## src/rtl/serial_mag_comparator_pkg.sv

```systemverilog
// Shared definitions for the bit-serial magnitude comparator: FSM encoding and default width.
package serial_mag_comparator_pkg;

    localparam int unsigned DEFAULT_N = 8;

    typedef enum logic [1:0] {
        IDLE  = 2'd0,
        SHIFT = 2'd1,
        DONE  = 2'd2
    } state_t;

endpackage

```

## src/rtl/serial_mag_comparator_cmp1.sv

```systemverilog
// Single-bit magnitude compare cell: classifies one bit pair as greater, equal or less.
module comparator1bit (
    input  logic a,
    input  logic b,
    output logic agb,
    output logic aeb,
    output logic alb
);

    assign agb = a & ~b;
    assign aeb = ~(a ^ b);
    assign alb = ~a & b;

endmodule

```

## src/rtl/serial_mag_comparator.sv

```systemverilog
// Bit-serial unsigned magnitude comparator: walks operands MSB-first over N cycles and
// reports a one-hot registered A>B / A==B / A<B result with a single-cycle done pulse.
module serial_mag_comparator
    import serial_mag_comparator_pkg::*;
#(
    parameter int unsigned N = DEFAULT_N
) (
    input  logic         clk,
    input  logic         rst,
    input  logic         start,
    input  logic [N-1:0] a_in,
    input  logic [N-1:0] b_in,
    output logic         busy,
    output logic         done,
    output logic         agb,
    output logic         aeb,
    output logic         alb
);

    localparam int unsigned CW = (N > 1) ? $clog2(N) : 1;

    state_t          r_state;
    logic [N-1:0]    r_a;
    logic [N-1:0]    r_b;
    logic [CW-1:0]   r_cnt;
    logic            r_decided;
    logic            r_gt;
    logic            r_lt;
    logic            r_busy;
    logic            r_done;
    logic            r_agb;
    logic            r_aeb;
    logic            r_alb;

    logic            w_bit_agb;
    logic            w_bit_aeb;
    logic            w_bit_alb;
    logic            w_accept;

    comparator1bit u_cmp (
        .a   (r_a[N-1]),
        .b   (r_b[N-1]),
        .agb (w_bit_agb),
        .aeb (w_bit_aeb),
        .alb (w_bit_alb)
    );

    assign w_accept = start && ((r_state == IDLE) || (r_state == DONE));

    // Results are published from the DONE cycle, so done lands one edge after the last bit.
    always_ff @(posedge clk or posedge rst) begin
        if (rst) begin
            r_state   <= IDLE;
            r_a       <= '0;
            r_b       <= '0;
            r_cnt     <= '0;
            r_decided <= 1'b0;
            r_gt      <= 1'b0;
            r_lt      <= 1'b0;
            r_busy    <= 1'b0;
            r_done    <= 1'b0;
            r_agb     <= 1'b0;
            r_aeb     <= 1'b0;
            r_alb     <= 1'b0;
        end else begin
            r_done <= 1'b0;

            case (r_state)
                IDLE: begin
                    r_state <= IDLE;
                end
                SHIFT: begin
                    r_a <= {r_a[N-2:0], 1'b0};
                    r_b <= {r_b[N-2:0], 1'b0};
                    // First differing bit pair decides; later pairs are ignored.
                    if (!r_decided && !w_bit_aeb) begin
                        r_decided <= 1'b1;
                        r_gt      <= w_bit_agb;
                        r_lt      <= w_bit_alb;
                    end
                    if (r_cnt == '0) begin
                        r_state <= DONE;
                        r_busy  <= 1'b0;
                    end else begin
                        r_cnt <= r_cnt - CW'(1);
                    end
                end
                DONE: begin
                    r_done  <= 1'b1;
                    r_agb   <= r_gt;
                    r_aeb   <= ~r_decided;
                    r_alb   <= r_lt;
                    r_state <= IDLE;
                end
                default: begin
                    r_state <= IDLE;
                end
            endcase

            // Acceptance overrides the state transition above, enabling back-to-back runs.
            if (w_accept) begin
                r_state   <= SHIFT;
                r_a       <= a_in;
                r_b       <= b_in;
                r_cnt     <= CW'(N - 1);
                r_decided <= 1'b0;
                r_gt      <= 1'b0;
                r_lt      <= 1'b0;
                r_busy    <= 1'b1;
            end
        end
    end

    assign busy = r_busy;
    assign done = r_done;
    assign agb  = r_agb;
    assign aeb  = r_aeb;
    assign alb  = r_alb;

endmodule

```

## config.mk

```make
export PLATFORM = sky130hd
export DESIGN_NAME = serial_mag_comparator
export DESIGN_NICKNAME = d
export VERILOG_FILES = /design/src/rtl/serial_mag_comparator_pkg.sv /design/src/rtl/serial_mag_comparator_cmp1.sv /design/src/rtl/serial_mag_comparator.sv
export SDC_FILE = /design/constraint.sdc
export NUM_CORES = 1
export LEC_CHECK = 0
export CORE_MARGIN = 2
export CORE_UTILIZATION = 45
export DETAILED_ROUTE_END_ITERATION = 12
export MAX_ROUTING_LAYER = met4
export PLACE_DENSITY = 0.84
export SLEW_MARGIN = 20
export SYNTH_ARGS = -nofsm -noshare
export SYNTH_HDL_FRONTEND = slang
export SYNTH_SLANG_ARGS = --single-unit
```

## constraint.sdc

```tcl
create_clock -name clk -period 1.4 [get_ports clk]
set_clock_uncertainty 0.2 [all_clocks]
set_input_delay 0.28 -clock clk [delete_from_list [all_inputs] [get_ports clk]]
set_output_delay 0.28 -clock clk [all_outputs]
set_load 0.01 [all_outputs]
```

# Word-level counts from Yosys, hierarchy flattened
# Index checks and enable logic that the tools add are counted.
word_totals:
  reg_bits: 29
  wordCells: 58
classes:
  add_sub_neg: 1
  eq_ne: 4
  mux: 23
  bitwise: 6
  n_reduce_logical: 12
ops:
  columns: ["op", "count"]
  rows:
  - ["8-bit two-way mux", 4]
  - ["1-bit two-way mux", 13]
  - ["3-bit two-way mux", 3]
  - ["2-bit two-way mux", 3]
  - ["2-bit AND reduction", 3]
  - ["2-bit nonzero test", 3]
  - ["3-bit zero test", 1]
  - ["3-bit inequality test, second input constant", 1]
  - ["1-bit inverter", 3]
  - ["3-bit by 1-bit subtractor with 3-bit output, second input constant", 1]
  - ["1-bit bitwise AND", 2]
  - ["2-bit by 1-bit equality test with 1-bit output, second input constant", 1]
  - ["2-bit equality test, second input constant", 1]
  - ["1-bit logical AND", 2]
  - ["2-bit zero test", 1]
  - ["2-bit inequality test, second input constant", 1]
  - ["1-bit zero test", 1]
  - ["1-bit logical OR", 1]
  - ["1-bit XOR", 1]

# Depth between registers and ports, before layout
# Gate-level depths: netlist of the first run.
depth:
  word_depth: 5
  depth_mapped: 5
  depth_no_buf: 5

# Cells and area by module
# A second synthesis of the first run with hierarchy kept.
hier_totals:
  cells_unflattened: 135
  hier_area_um2: 1298.7
modules_own_cells:
  columns: ["mod", "instances", "cells_per_inst", "area_each_um2", "seq_area_each_um2"]
  rows:
  - ["serial_mag_comparator", 1, 131, 1266.2, 725.7]
  - ["comparator1bit", 1, 4, 32.5, 0.0]

# Worst setup path after synthesis of the first run
# No wires, ideal clock.
synth_timing:
  kind: "reg-to-reg"
  start: "register r_b[7]"
  end: "register r_gt"
  setup_ns: 0.140
  arrival_ns: 1.128
  slack_ns: -0.068
  stages_incl_launch_ff: 5
  n_path_buf: 0
  cell_sequence: "dfrtp_1 inv_1 ha_1 nor4b_2 o21ai_0"
synth_via:
  elab_chain_cells: 5
  elab_cells_between_ends: 9
  classes_between: "mux: 3; bitwise: 3; reduce/logical: 3"
synth_lines:
  columns: ["item", "line", "rtl"]
  rows:
  - ["start, declared", "serial_mag_comparator.sv:24", "logic [N-1:0] r_b;"]
  - ["start signal, assigned", "serial_mag_comparator.sv:74", "r_b <= {r_b[N-2:0], 1'b0};"]
  - ["start signal, assigned", "serial_mag_comparator.sv:104", "r_b <= b_in;"]
  - ["1-bit inverter", "serial_mag_comparator_cmp1.sv:10", "assign agb = a & ~b;"]
  - ["1-bit bitwise AND", "serial_mag_comparator_cmp1.sv:10", null]
  - ["1-bit two-way mux", "serial_mag_comparator.sv:76", "if (!r_decided && !w_bit_aeb) begin"]
  - ["1-bit two-way mux", "serial_mag_comparator.sv:68", "case (r_state)"]
  - ["1-bit two-way mux", "serial_mag_comparator.sv:101", "if (w_accept) begin"]
  - ["end signal, assigned", "serial_mag_comparator.sv:78", "r_gt <= w_bit_agb;"]
  - ["end, declared", "serial_mag_comparator.sv:27", "logic r_gt;"]
# Parallel ways exist; a longest one is shown, timed or not. The select of a mux whose other input is x is not followed.
# A chain may end at the register's enable or synchronous reset.

# Worst setup path in the final report of the first run
layout_timing:
  start: "register r_b[7]"
  end: "register r_lt"
layout_via:
  elab_chain_cells: 4
  elab_cells_between_ends: 8
  classes_between: "mux: 3; bitwise: 2; reduce/logical: 3"
layout_lines:
  columns: ["item", "line", "rtl"]
  rows:
  - ["1-bit bitwise AND / 1-bit XOR (equally long branches)", "serial_mag_comparator_cmp1.sv:12, serial_mag_comparator_cmp1.sv:11", null]
  - ["1-bit two-way mux / 1-bit logical AND (equally long branches)", "serial_mag_comparator.sv:76", null]
  - ["1-bit two-way mux / 2-bit nonzero test (equally long branches)", null, null]
  - ["1-bit two-way mux / 2-bit AND reduction (equally long branches)", null, null]
  - ["end signal, assigned", "serial_mag_comparator.sv:79", "r_lt <= w_bit_alb;"]
  - ["end, declared", "serial_mag_comparator.sv:28", "logic r_lt;"]
# Parallel ways exist; a longest one is shown, timed or not. The select of a mux whose other input is x is not followed.

==> out/metrics.cfg, run 1 <==
[status]
status=finished with violations
violations=negative setup slack

[worst_setup_path]
crit_path_end_kind=flip-flop
worstSetupStartpointType=flip-flop
reg2reg_to=r_lt
path_class=flip-flop to flip-flop
ff2ff_setup_slack_ps=-80
crit_slowest_cell=dfrtp_1
required_ps=1460
cp_num_buf_inv=1
worstRegToRegCells=5
crit_family=simple AND/OR/NAND/NOR gates
arrival_ps=1540
crit_chain=inv_2 -> ha_4 -> nor4b_4 -> nand2_1 -> o21ai_1
timing.rr.start=r_b[7]
crit_fanout=5
critPathMaxStageDelay_ps=400

[timing]
drv_slew=0
fin_crit_sh_pct=106
setup_slack_ps=-80.4
tns_ps=-221
fmax_mhz=675
hold_viol=0
rsz0062_at_grt=true
period_minus_slack_ps=1480
setup_violations=5
relSlewSlack_pct=78.2
tightest_slew_ps=326

[placed_design]
port_buffers=23
place_hpwl_um=1860
gp_congestion=0.740

[floorplanning]
die_y_um=58.0
dieArea_mm2=0.00336
row_count=19
coreArea_mm2=0.00276
io_pins=24
die_w_um=58.0
initial_utilization_pct=47.6

[global_routing]
gr-total-overflow=0
grt_util_all_layers_pct=18.8
grt_max_degree=30
antenna_found_initial=0
grt_pass1_wl_um=4510
grt_pass1_vias=1041

[drt]
ant_nets=0
drt_iter0_drc=33
drc=0
wl_per_cell_um=15.2
routed_wirelength_um=3100
viasPerCell=5.51
routed-via-count=1125
dr.pass1.iters=4

[clock_network]
numCtsBuffers=5
clock_path_buffers=2
root_buffer=clkbuf_4
clock_latency_ps=330
cts_tree=yes
cts_num_sinks=29
hold_buffers=0
clk_pin_slew_ps=90
htreeDepth=2

[final_layout]
final_common_cell=dfrtp_1
layout.nets=195
drive_above_1_share_pct=35.8
final_cell_mix=dfrtp_1, nand2_1, clkdlybuf4s50_1
num_antenna_cells=0
syn2layout_area_growth_pct=43.8

[power_and_ir_drop]
ir_drop_mv=1.28
p_total_uw=4040
power.leakage_uw=0.000874
power_density_mw_per_mm2=2140

[yosys]
yosys_warnings=0
synth-seq-cells=29
synth_compound_area_share_pct=13.5
synth_top_family_by_area=simple AND/OR/NAND/NOR gates
yosys.area_share.simple_pct=18.6
seq_area_frac_synth_pct=55.3
synth_fa_ha_area_share_pct=3.81
synthMuxAreaShare_pct=2.48
netlist_area_mm2=0.00131
syn_inst=130
async_flop_share_pct=100
yosys_most_used_dff=dfrtp_1
synth-xor-area-share_pct=0
ys_types=27
synth.avg_cell_area_um2=10.1
synth_edf_count=0
synth_nets=153

[run]
cap_viol_max_count=0

[min_path]
min_path_type=input port to async pin

## routing by layer
layer | vias up | wire length, um | GRT usage [%]
met5 | - | 0 | -
met4 | 0 | 131 | 8.31
met3 | 15 | 206 | 6.25
met2 | 46 | 1560 | 29.7
met1 | 542 | 1200 | 21.8
li1 | 522 | - | -
## synth_stat cells, types with 2 or more instances
master | number | area (um2)
inv_1 | 6 | 22.5
nand3_1 | 5 | 25.0
nor2b_1 | 2 | 12.5
buf_4 | 3 | 22.5
a22oi_1 | 5 | 37.5
nand2_1 | 28 | 105
nor3_1 | 2 | 10.0
a31oi_1 | 8 | 50.1
mux2_2 | 2 | 22.5
buf_6 | 2 | 22.5
nand2b_1 | 3 | 18.8
dfrtp_1 | 29 | 726
nor2_1 | 11 | 41.3
buf_2 | 3 | 15.0
ha_1 | 4 | 50.1
o21ai_0 | 5 | 25.0
a22o_1 | 2 | 17.5
## through the flow
stage | util, % | hold slack (ps) | setup slack (ps) | area, um2 | std cells
after global placement | 60.7 | 282 | -274 | 1670 | 190
after CTS | 63.7 | 70.8 | -75.6 | 1760 | 202
after global routing | 68.4 | 106 | -141 | 1890 | 204
after detailed placement | 60.7 | 283 | -295 | 1670 | 190
final | 68.4 | 71.9 | -80.4 | 1890 | 204
after floorplan | - | 158 | 0.774 | 1330 | 130
## power by group
part           total (uW)  leakage (uW)  switching [uW]  internal, uW
clock                 589     0.0000413             298           291
combinational        1960      0.000478             929          1030
sequential           1490      0.000354             281          1210
## flip-flops by register name, summed over array words and instances (netlist names)
name / flops
r_decided: 1
r_lt: 1
done: 1
r_gt: 1
r_b: 8
r_cnt: 3
aeb: 1
agb: 1
r_state: 2
busy: 1
r_a: 8
alb: 1
## cells by family after synthesis
kind of cell,Yosys count
multiplexers,3
adder cells (fa/ha/maj),4
buffers and inverters,14
flip-flops,29
AND/OR/NAND/NOR,54
AO/OA/AOI/OAI,26
## cell type report
class / count / area (um2)
flip-flops and latches: 29 / 728
repair buffers: 43 / 395
fillers: 205 / 871
clock buffers: 7 / 65.1
inverters: 6 / 22.5
clock inverters: 1 / 5.00
multi-input cells: 87 / 632
well taps: 31 / 38.8
## worst max path at each step
stage	cells past startpoint	to	from	slack, ps
3_3_place_gp	5	r_b[7]	start	-270
2_1_floorplan	5	r_gt	r_b[7]	0.8
6_report	5	r_lt	r_b[7]	-80
4_1_cts	5	r_lt	r_b[7]	-80
3_5_place_dp	5	r_b[7]	start	-300
5_1_grt	5	r_lt	r_b[7]	-140
## timing repair
action | in CTS | in global routing
pin swaps | 2 | 18
endpoints found under the hold margin | 0 | 0
setup endpoints to repair | 16 | 25
gates cloned | 0 | 0
buffers inserted | 4 | 2
gates resized for setup | 23 | 35
## worst reg2reg max path, stage by stage (launching register included)
cell     delay, ps
dfrtp_1        400
inv_2           80
ha_4           200
nor4b_4        360
nand2_1         90
o21ai_1         70
Power figures use the tool's default switching activity.
==> inputs of run 2 (changes only) <==
--- a/config.mk
+++ b/config.mk
@@ -5,7 +5,7 @@
 export SDC_FILE = /design/constraint.sdc
 export NUM_CORES = 1
 export LEC_CHECK = 0
-export CORE_MARGIN = 2
+export CORE_ASPECT_RATIO = 0.7
 export CORE_UTILIZATION = 45
 export DETAILED_ROUTE_END_ITERATION = 12
 export MAX_ROUTING_LAYER = met4
==> out/metrics.cfg, run 2 (synthesized netlist as in run 1, its figures left out) <==
[final_layout]
num_antenna_cells=0  ; unchanged
final_cell_mix=dfrtp_1, nand2_1, clkdlybuf4s50_1
layout.nets=191  ; -2.1%
design_area_mm2=0.00185  ; -1.8%
instances_no_fill=203  ; -0.49%
reg_top3=r_a: 8 flops, r_b: 8 flops, r_cnt: 3 flops
final_common_cell=dfrtp_1
syn2layout_area_growth_pct=41.2
drive_above_1_share_pct=27.2  ; -8.6 points

[floorplanning]
die_y_um=47.2  ; -19%
dieArea_mm2=0.00314  ; -6.7%
row_count=15  ; -4
die_w_um=66.6  ; +15%
initial_utilization_pct=50.3  ; +2.7 points
io_pins=24  ; unchanged
coreArea_mm2=0.00261  ; -5.4%

[placed_design]
place_hpwl_um=1880  ; +1.3%
gp_congestion=0.796  ; +7.5%
dp_cells=194  ; +2.1%
port_buffers=23  ; unchanged
placed_cell_area_mm2=0.00168  ; +0.67%

[clock_network]
hold_buffers=0  ; unchanged
clock_latency_ps=270  ; -60 ps
cts_num_sinks=29  ; unchanged
clock_path_buffers=2  ; unchanged
cts_tree=yes
htreeDepth=2  ; unchanged
root_buffer=clkbuf_8
numCtsBuffers=5  ; unchanged
clk_pin_slew_ps=60  ; -30 ps

[status]
status=finished with violations
violations=negative setup slack

[timing]
whs_ps=141  ; +69.0 ps
setup_violations=3  ; -2
rsz0062_at_grt=true
fin_crit_sh_pct=108  ; +2.7 points
setup_slack_ps=-118  ; -37.4 ps
relSlewSlack_pct=77.7  ; -0.53 points
tightest_slew_ps=334  ; +7.99 ps
drv_slew=0  ; unchanged
hold_viol=0  ; unchanged
fmax_mhz=659  ; -2.5%
period_minus_slack_ps=1520  ; +37.4 ps

[worst_setup_path]
worstSetupStartpointType=flip-flop
path_class=flip-flop to flip-flop
arrival_ps=1520  ; -20 ps
crit_fanout=5  ; unchanged
required_ps=1400  ; -60 ps
startpoint=r_b[7]
timing.rr.start=r_b[7]
crit_path_end_kind=flip-flop
ff2ff_setup_slack_ps=-120  ; -40 ps

[power_and_ir_drop]
p_total_uw=3940  ; -2.3%
power.leakage_uw=0.000859  ; -1.7%
ir_drop_mv=1.10  ; -14%
power_density_mw_per_mm2=2130  ; -0.51%

[run]
cap_viol_max_count=0  ; unchanged

[drt]
ant_nets=0  ; unchanged
routed_wirelength_um=2740  ; -12%
wl_per_cell_um=13.5  ; -11%
routed-via-count=1052  ; -6.5%
drt_iter0_drc=125  ; +280%
drc=0  ; unchanged
viasPerCell=5.18  ; -6.0%
dr.pass1.iters=4  ; unchanged

[global_routing]
grt_pass1_wl_um=4160  ; -7.8%
grt_max_degree=30  ; unchanged
gr-total-overflow=0  ; unchanged
grt_pass1_vias=925  ; -11%
antenna_found_initial=0  ; unchanged
grt_util_all_layers_pct=19.9  ; +1.0 points

[min_path]
min_path_type=input port to async pin

run 2: changes by cell type in the layout (fill, tap and decap cells not counted), sizes merged:
cell / delta
buf: -9
clkdlybuf4s15: +3
clkbuf: +2
run 2: cell type report:
type	count	area, um2
clock inverters	1	5.00
flip-flops and latches	29	727
well taps	34	42.5
clock buffers	7	96.3
multi-input cells	87	579
fillers	180	756
inverters	6	22.5
repair buffers	39	380
run 2: layer usage:
layer  part of all wire [%]  global-route usage, %  up-vias  wire [um]
li1                       -                      -      517          -
met1                     47                   25.0      498       1280
met2                     47                   29.3       31       1280
met3                    5.1                   6.55        6        141
met4                    1.3                   8.94        0         36
met5                      0                      -        -          0
run 2: stage by stage:
step | util [%] | setup WS, ps | setup TNS (ps)
after floorplan | - | 0.774 | 0
after global placement | 64.6 | -288 | -2930
after detailed placement | 64.6 | -306 | -3270
after CTS | 69.1 | -103 | -206
after global routing | 71.0 | -191 | -953
final | 71.0 | -118 | -243
run 2: path summary, 6_finish.rpt:
check,endpoint,depth (start not counted)
max reg2reg,r_gt,5
max in group asynchronous,r_state[0],3
min,r_b[4],3
min reg2reg,r_a[6],2
max,r_gt,5
min in group clk,r_a[6],2
run 2: repair_timing:
action	in CTS	in global routing
buffers inserted	1	0
setup endpoints to repair	23	25
endpoints found under the hold margin	0	0
pin swaps	5	10
resized for setup	14	20
run 2: power breakdown:
part / total [uW] / internal (uW) / switching, uW
Sequential: 1470 / 1210 / 258
Combinational: 1750 / 913 / 833
Clock: 728 / 443 / 286
Total: 3940 / 2570 / 1380
run 2: worst max-delay path: stages (launching register included):
cell and delay (ps):
dfrtp_1 400, inv_2 90, ha_4 210, nor4b_4 360
nand2_1 100, o21ai_1 90
==> inputs of run 3 (changes only) <==
--- a/config.mk
+++ b/config.mk
@@ -6,10 +6,11 @@
 export NUM_CORES = 1
 export LEC_CHECK = 0
 export CORE_ASPECT_RATIO = 0.7
-export CORE_UTILIZATION = 45
+export CORE_UTILIZATION = 46
 export DETAILED_ROUTE_END_ITERATION = 12
 export MAX_ROUTING_LAYER = met4
-export PLACE_DENSITY = 0.84
+export PLACE_DENSITY = 0.85
+export SKIP_LAST_GASP = 1
 export SLEW_MARGIN = 20
 export SYNTH_ARGS = -nofsm -noshare
 export SYNTH_HDL_FRONTEND = slang
==> out/metrics.cfg, run 3 (synthesized netlist as in run 1, its figures left out) <==
[worst_setup_path]
worstSetupStartpointType=flip-flop
path_class=flip-flop to flip-flop
required_ps=1400  ; about the same
crit_fanout=5  ; unchanged
arrival_ps=1500  ; -20 ps
crit_path_end_kind=flip-flop

[floorplanning]
initial_utilization_pct=51.0  ; +0.73 points
die_y_um=46.7  ; -1.0%
die_w_um=65.8  ; -1.1%
coreArea_mm2=0.00257  ; -1.4%
dieArea_mm2=0.00307  ; -2.1%
io_pins=24  ; unchanged
row_count=15  ; unchanged

[timing]
setup_violations=4  ; +1
fin_crit_sh_pct=107  ; -1.4 points
fmax_mhz=668  ; +1.4%
relSlewSlack_pct=76.3  ; -1.4 points
rsz0062_at_grt=true
period_minus_slack_ps=1500  ; -20.3 ps
setup_slack_ps=-97.6  ; +20.3 ps
hold_viol=0  ; unchanged
whs_ps=138  ; -2.77 ps
tns_ps=-238  ; +4.21 ps
tightest_slew_ps=354  ; +20.5 ps
drv_slew=0  ; unchanged

[final_layout]
syn2layout_area_growth_pct=46.3
instances_no_fill=208  ; +2.5%
num_antenna_cells=0  ; unchanged
layout.nets=196  ; +2.6%
drive_above_1_share_pct=27.0  ; -0.21 points
fin_util_pct=74.7  ; +3.7 points
final_common_cell=dfrtp_1
final_cell_mix=dfrtp_1, nand2_1, clkdlybuf4s50_1
reg_top3=r_a: 8 flops, r_b: 8 flops, r_cnt: 3 flops
design_area_mm2=0.00192  ; +3.6%

[placed_design]
dp_cells=193  ; -0.52%
gp_congestion=0.793  ; -0.44%
place_hpwl_um=1850  ; -1.7%
placed_cell_area_mm2=0.00168  ; -0.45%
port_buffers=23  ; unchanged

[drt]
routed_wirelength_um=3070  ; +12%
dr_wl_met3_um=176  ; +25%
dr.max_layer_used=met4
routed-via-count=1094  ; +4.0%
drt_iter0_drc=58  ; -54%
ant_nets=0  ; unchanged
dr.pass1.iters=4  ; unchanged
wl_met2_um=1410  ; +10%
viasPerCell=5.26  ; +1.5%
drc=0  ; unchanged
wl_per_cell_um=14.7  ; +9.3%
met1_length_um=1440  ; +12%

[power_and_ir_drop]
power.leakage_uw=0.000899  ; +4.6%
power_density_mw_per_mm2=2120  ; -0.17%
ir_drop_mv=1.11  ; +0.37%

[clock_network]
clock_path_buffers=2  ; unchanged
cts_tree=yes
clock_latency_ps=280  ; about the same
clk_pin_slew_ps=60  ; about the same
cts_num_sinks=29  ; unchanged
root_buffer=clkbuf_8
numCtsBuffers=5  ; unchanged
htreeDepth=2  ; unchanged

[global_routing]
antenna_found_initial=0  ; unchanged
grt_pass1_wl_um=4290  ; +3.1%
gr-total-overflow=0  ; unchanged
grt_util_all_layers_pct=20.9  ; +1.0 points
grt_pass1_vias=921  ; -0.43%
grt_max_degree=30  ; unchanged

[status]
status=finished with violations
violations=negative setup slack

[min_path]
min_path_type=input port to async pin

[run]
cap_viol_max_count=0  ; unchanged

-- run 3: changes by cell type in the layout (fill, tap and decap cells not counted), moves of 2 or more --
cell      change
buf_4         +2
nand2_1       +3
clkbuf_8      -2
buf_6         +2
nand2b_4      +3
clkbuf_1      +3
nand2b_1      -3
nand2_2       -4
-- run 3: final timing paths --
check | depth (start not counted) | slack [ps] | to | from
setup / recovery | 4 | -100 | r_gt | r_a[7]
hold / removal | 3 | 140 | r_a[6] | rst
setup reg to reg | 4 | -100 | r_gt | r_a[7]
hold reg to reg | 1 | 320 | agb | agb
max in group asynchronous | 3 | 680 | r_state[0] | rst
min in group clk | 1 | 320 | agb | agb
-- run 3: area by class of cell --
type | instances | area (um2)
well taps | 34 | 42.5
repair buffers | 44 | 447
inverters | 6 | 22.5
clock buffers | 8 | 80.1
multi-input cells | 87 | 602
flip-flops and latches | 29 | 727
fillers | 148 | 651
-- run 3: stage by stage --
step	worst slack, ps	power, uW
CTS	-81.9	3760
finish	-97.6	4080
floorplan	0.774	2500
detailed placement	-315	3010
global route	-198	4360
global placement	-274	2920
-- run 3: what timing repair did --
item                       CTS  global route
setup endpoints to repair   13            20
hold buffers                 0             0
cloned                       0             1
pin swaps                    4             7
resized for setup           15            24
buffers inserted             5             3
-- run 3: layer usage --
layer / vias up / GRT usage (%)
met5: - / -
met4: 0 / 10.0
li1: 525 / -
met2: 32 / 30.4
met3: 4 / 6.93
met1: 533 / 26.2
-- run 3: power breakdown --
part / internal, uW / switching, uW
Clock: 352 / 302
Sequential: 1210 / 250
Combinational: 1050 / 913
Total: 2620 / 1460
-- run 3: critical path: stages (launching register included) --
cell and delay [ps]:
dfrtp_1 410, ha_4 260, nor4b_4 380, nand2_1 80, o21ai_1 90
